<file path="config.mk">
export PLATFORM = sky130hd
export DESIGN_NAME = pc_update_unit
export DESIGN_NICKNAME = d
export VERILOG_FILES = /design/src/rtl/cpu_pkg.sv /design/src/rtl/branch_cond.sv /design/src/rtl/pc_update_unit.sv
export SDC_FILE = /design/constraint.sdc
export NUM_CORES = 1
export LEC_CHECK = 0
export CORE_MARGIN = 2
export CORE_UTILIZATION = 35
export DETAILED_ROUTE_END_ITERATION = 7
export PLACE_DENSITY = 0.69
export SLEW_MARGIN = 30
export SYNTH_ARGS = -nofsm -noshare
export SYNTH_HDL_FRONTEND = slang
export SYNTH_SLANG_ARGS = --single-unit
</file>
<file path="constraint.sdc">
create_clock -name clk -period 2.54 [get_ports clk]
set_input_delay 0.254 -clock clk [delete_from_list [all_inputs] [get_ports clk]]
set_output_delay 0.254 -clock clk [all_outputs]
set_load 0.01 [all_outputs]
</file>
<file path="src/rtl/cpu_pkg.sv">
// Shared encodings for the PC update stage: FSM states, branch types,
// exception causes and the default vector byte addresses.
package cpu_pkg;

  localparam logic [1:0] IDLE     = 2'd0;
  localparam logic [1:0] EXC_REQ  = 2'd1;
  localparam logic [1:0] EXC_WAIT = 2'd2;

  typedef enum logic [1:0] {
    BR_EQ = 2'b00,
    BR_NE = 2'b01,
    BR_LE = 2'b10,
    BR_GT = 2'b11
  } br_type_e;

  typedef enum logic [1:0] {
    CAUSE_NONE   = 2'd0,
    CAUSE_OPCODE = 2'd1,
    CAUSE_OVF    = 2'd2,
    CAUSE_DIV    = 2'd3
  } cause_e;

  localparam logic [31:0] DEF_VEC_OPCODE = 32'd253;
  localparam logic [31:0] DEF_VEC_OVF    = 32'd254;
  localparam logic [31:0] DEF_VEC_DIV    = 32'd255;

  function automatic logic [31:0] vec_for_cause(
    input logic [1:0]  cause,
    input logic [31:0] vec_opcode,
    input logic [31:0] vec_ovf,
    input logic [31:0] vec_div
  );
    logic [31:0] addr;
    addr = 32'd0;
    case (cause)
      CAUSE_OPCODE: addr = vec_opcode;
      CAUSE_OVF:    addr = vec_ovf;
      CAUSE_DIV:    addr = vec_div;
      default:      addr = 32'd0;
    endcase
    return addr;
  endfunction

endpackage

</file>
<file path="src/rtl/branch_cond.sv">
// Combinational branch-condition evaluation from the ALU flags.
module branch_cond
  import cpu_pkg::*;
(
  input  logic [1:0] i_branch_type,
  input  logic       i_alu_zero,
  input  logic       i_alu_gt,
  output logic       o_cond
);

  always_comb begin
    o_cond = 1'b0;
    case (i_branch_type)
      BR_EQ:   o_cond = i_alu_zero;
      BR_NE:   o_cond = ~i_alu_zero;
      BR_LE:   o_cond = ~i_alu_gt;
      BR_GT:   o_cond = i_alu_gt;
      default: o_cond = 1'b0;
    endcase
  end

endmodule

</file>
<file path="src/rtl/pc_update_unit.sv">
// PC register stage with EPC capture and the exception-vector fetch sequence.
// Optional build macro PC_ALIGN_CHECK_EN: misaligned taken pc_next raises cause 3.
module pc_update_unit
  import cpu_pkg::*;
#(
  parameter logic [31:0] RESET_PC   = 32'd0,
  parameter int          MEM_LAT    = 1,
  parameter logic [31:0] VEC_OPCODE = DEF_VEC_OPCODE,
  parameter logic [31:0] VEC_OVF    = DEF_VEC_OVF,
  parameter logic [31:0] VEC_DIV    = DEF_VEC_DIV,
  parameter logic [31:0] EPC_OFFSET = 32'd4
) (
  input  logic        clk,
  input  logic        reset,
  input  logic [31:0] pc_next,
  input  logic        pc_write,
  input  logic        pc_write_cond,
  input  logic [1:0]  branch_type,
  input  logic        alu_zero,
  input  logic        alu_gt,
  input  logic        exc_opcode,
  input  logic        exc_ovf,
  input  logic        exc_div,
  input  logic [7:0]  vec_data,
  output logic [31:0] pc,
  output logic [31:0] epc,
  output logic        vec_rd,
  output logic [31:0] vec_addr,
  output logic        exc_busy,
  output logic [1:0]  exc_cause
);

  localparam logic [2:0] LAT = 3'(MEM_LAT);

  logic [1:0]  r_state;
  logic [2:0]  r_wait;
  logic [31:0] r_pc;
  logic [31:0] r_epc;
  logic [1:0]  r_cause;

  logic        w_cond;
  logic        w_take;
  logic [1:0]  w_new_cause;
  logic        w_exc_req;

  branch_cond u_branch_cond (
    .i_branch_type (branch_type),
    .i_alu_zero    (alu_zero),
    .i_alu_gt      (alu_gt),
    .o_cond        (w_cond)
  );

  assign w_take = pc_write | (pc_write_cond & w_cond);

  always_comb begin
    w_new_cause = CAUSE_NONE;
    if (exc_opcode)
      w_new_cause = CAUSE_OPCODE;
    else if (exc_ovf)
      w_new_cause = CAUSE_OVF;
    else if (exc_div)
      w_new_cause = CAUSE_DIV;
`ifdef PC_ALIGN_CHECK_EN
    else if (w_take && (pc_next[1:0] != 2'b00))
      w_new_cause = CAUSE_DIV;
`endif
  end

  assign w_exc_req = (w_new_cause != CAUSE_NONE);

  // Requests and writes are only honoured in IDLE; the busy states ignore them.
  always_ff @(posedge clk or negedge reset) begin
    if (!reset) begin
      r_state <= IDLE;
      r_wait  <= 3'd0;
      r_pc    <= RESET_PC;
      r_epc   <= 32'd0;
      r_cause <= CAUSE_NONE;
    end else begin
      case (r_state)
        IDLE: begin
          if (w_exc_req) begin
            r_epc   <= r_pc - EPC_OFFSET;
            r_cause <= w_new_cause;
            r_state <= EXC_REQ;
          end else if (w_take) begin
            r_pc <= pc_next;
          end
        end
        EXC_REQ: begin
          r_wait  <= LAT;
          r_state <= EXC_WAIT;
        end
        EXC_WAIT: begin
          if (r_wait == 3'd1) begin
            r_pc    <= {24'b0, vec_data};
            r_wait  <= 3'd0;
            r_state <= IDLE;
          end else begin
            r_wait <= r_wait - 3'd1;
          end
        end
        default: r_state <= IDLE;
      endcase
    end
  end

  assign pc        = r_pc;
  assign epc       = r_epc;
  assign exc_cause = r_cause;
  assign exc_busy  = (r_state != IDLE);
  assign vec_rd    = (r_state == EXC_REQ);
  assign vec_addr  = vec_rd ? vec_for_cause(r_cause, VEC_OPCODE, VEC_OVF, VEC_DIV) : 32'd0;

endmodule

</file>
==> reports/metrics.cfg <==
[sta]
rsz0062_at_grt = false
fmax_ghz = 0.4436
relSlewSlack = 0.5079
max_slew.worst_pin.slew_ns = 0.7381
finalSetupTns_ns = 0
setup_viol_count_final = 0
fin_worst_skew_ns = 0.009213
finalWorstSetupSlack_ns = 0.2855
hold_viol = 0
fin_crit_sh = 0.8876
drv_slew = 0
hold_ws_ns = 0.4821
period_minus_slack_ns = 2.254

[power_and_ir_drop]
leakage_nw = 2.197
p_per_area_nw_per_um2 = 1267
ir_drop_mv = 0.7453

[die]
placementRows = 38
die_width_um = 108.1
die_y_um = 108.1
design.portCount = 151
start_util = 0.3547
die_area_um2 = 11690
core-area_um2 = 10700

[critical_path]
worstPathCellList = inv_1 -> ha_1 -> and2_1 -> or2_2 -> clkdlybuf4s50_1
crit_family = buffers and inverters
worst_path_max_delay_cell = clkdlybuf4s50_1
crit_fanout = 6
cp.required_ns = 2.29
path_buf_inv = 2
path_class = reg -> out
cp.arrival_ns = 2.00
cp_slowest_stage_delay_ns = 0.50
critical_path.endpoint_type = primary output
cp-start-kind = flop

[global_routing]
grt_pass1_vias = 2907
grt_pass1_wl_um = 14550
track_usage = 0.1614
antenna_found_initial = 0
overflow = 0
grt_max_degree = 72

[yosys]
synth_cells = 370
syn_area_per_cell_um2 = 10.26
synth_seq_cells = 71
ys_types = 42
ys_seq_area_frac = 0.4682
netlist_area_um2 = 3795
yosysWarnings = 0

[routing]
route.detailed.wl_per_inst_um = 14.36
drt-initial-drc-count = 132
wl_um = 9147
route.detailed.drc = 0
vias = 2967
avgViaCountPerCell = 4.658
drtPass1Iterations = 4
ant_nets = 0

[place]
portBuffers = 126
dp_slack_ns = 0.08061
dp_hpwl_um = 6729
place_congestion = 0.7885

[clock_tree]
path_clk_slew_ns = 0.08
clk-insertion-delay-late_ns = 0.34
root_buffer = clkbuf_8
post_cts_resized = 0
clockBufferDepth = 2
cts_tree = done
cts_made_buffers = 9
cts.sinks = 71
htree_levels = 3

[final_layout]
drive_above_1_share = 0.07847
fin_util = 0.4963
layout_commonest_cell = clkdlybuf4s50_1
area_delta_synth_final_pct = 39.89
layout_common_cells = clkdlybuf4s50_1, dfrtp_1, nand2_1
fillers = 1006
fin_nets = 550
n_antenna_cell = 0
multi_input_area_um2 = 1799
seq_area_um2 = 1777

[hold_path]
hold_class = in -> async

[status]
outcome = finished clean

[flow_run]
cap_violations = 0

-- per-stage QoR --
step	instances	power (mW)	instance area, um2
after floorplan	393	4.132	3881
after global placement	621	5.786	5097
after detailed placement	621	5.886	5097
after CTS	636	6.828	5295
after global routing	637	7.235	5309
final	637	6.724	5309
-- cells in the mapped netlist, drive strengths merged --
cell | count | area, um2
dfrtp | 71 | 1777
o22a | 2 | 17.52
nor3 | 12 | 70.07
nor2 | 17 | 63.81
nand4 | 2 | 25.02
a31oi | 2 | 12.51
or3 | 2 | 12.51
mux2 | 36 | 405.4
nand2b | 2 | 12.51
a21oi | 4 | 20.02
and3 | 1 | 6.260
or4 | 1 | 7.510
mux2i | 5 | 50.05
a21o | 2 | 15.01
nand3b | 1 | 7.510
nor4 | 9 | 83.83
nand3 | 3 | 15.01
conb | 1 | 3.750
or2 | 1 | 6.260
ha | 6 | 75.07
nor2b | 25 | 156.4
xnor2 | 22 | 192.7
a22oi | 1 | 7.510
inv | 10 | 37.53
o21ai | 32 | 160.2
o31ai | 4 | 48.79
and2 | 3 | 18.77
buf | 35 | 246.5
xor2 | 3 | 26.28
nor3b | 2 | 15.01
nand2 | 45 | 168.9
clkbuf | 8 | 30.03
-- where the power goes --
group | internal (mW) | switching [mW]
clock network | 0.501 | 0.417
logic | 1.96 | 1.59
registers | 1.69 | 0.567
-- cells by family after synthesis --
logic type	synth area share
compound gates	0.07418
other cells	0.0009882
xor+xnor	0.05770
flops	0.4682
simple gates	0.1764
mux	0.1200
buf+inv	0.08275
fa+ha+maj	0.01978
-- worst register-to-register path, stage by stage (launching register included) --
cell,delay [ns]
dfrtp_1,0.40
inv_1,0.09
ha_1,0.17
inv_1,0.10
o31ai_4,0.68
buf_4,0.27
mux2_1,0.33
-- repair_timing --
action,CTS,global route
endpoints found under the hold margin,0,68
setup buffers,0,0
hold buffers,0,1
-- final timing paths --
check	start	end	slack, ns	cells past startpoint
worst max-delay path	r_state[1]	vec_addr[4]	0.29	5
worst min-delay path	reset	epc[23]	0.48	2
worst max register to register	r_state[0]	pc[11]	0.37	6
worst min register to register	epc[24]	epc[24]	0.48	2
max in group asynchronous	reset	epc[11]	1.59	2
min in group clk	epc[24]	epc[24]	0.48	2
-- sequential cells by signal (all words and copies together) (netlist names) --
| register | cells |
|---|---|
| exc_cause | 2 |
| epc | 32 |
| r_state | 2 |
| pc | 32 |
| r_wait | 3 |
-- area by class of cell --
type,count,share of cell area
Multi-Input combinational cell,269,0.3389
Sequential cell,71,0.3347
Timing Repair Buffer,132,0.2491
Tap cell,140,0.03300
Clock buffer,12,0.02922
Clock inverter,3,0.008013
Inverter,10,0.007070
-- routing by layer --
metal | part of all wire | global-route usage
met1 | 0.44 | 0.2045
met2 | 0.48 | 0.2686
met3 | 0.063 | 0.03978
met4 | 0.016 | 0.05678
met5 | 0 | 0
Note: power is estimated with default switching activity, not from simulation.
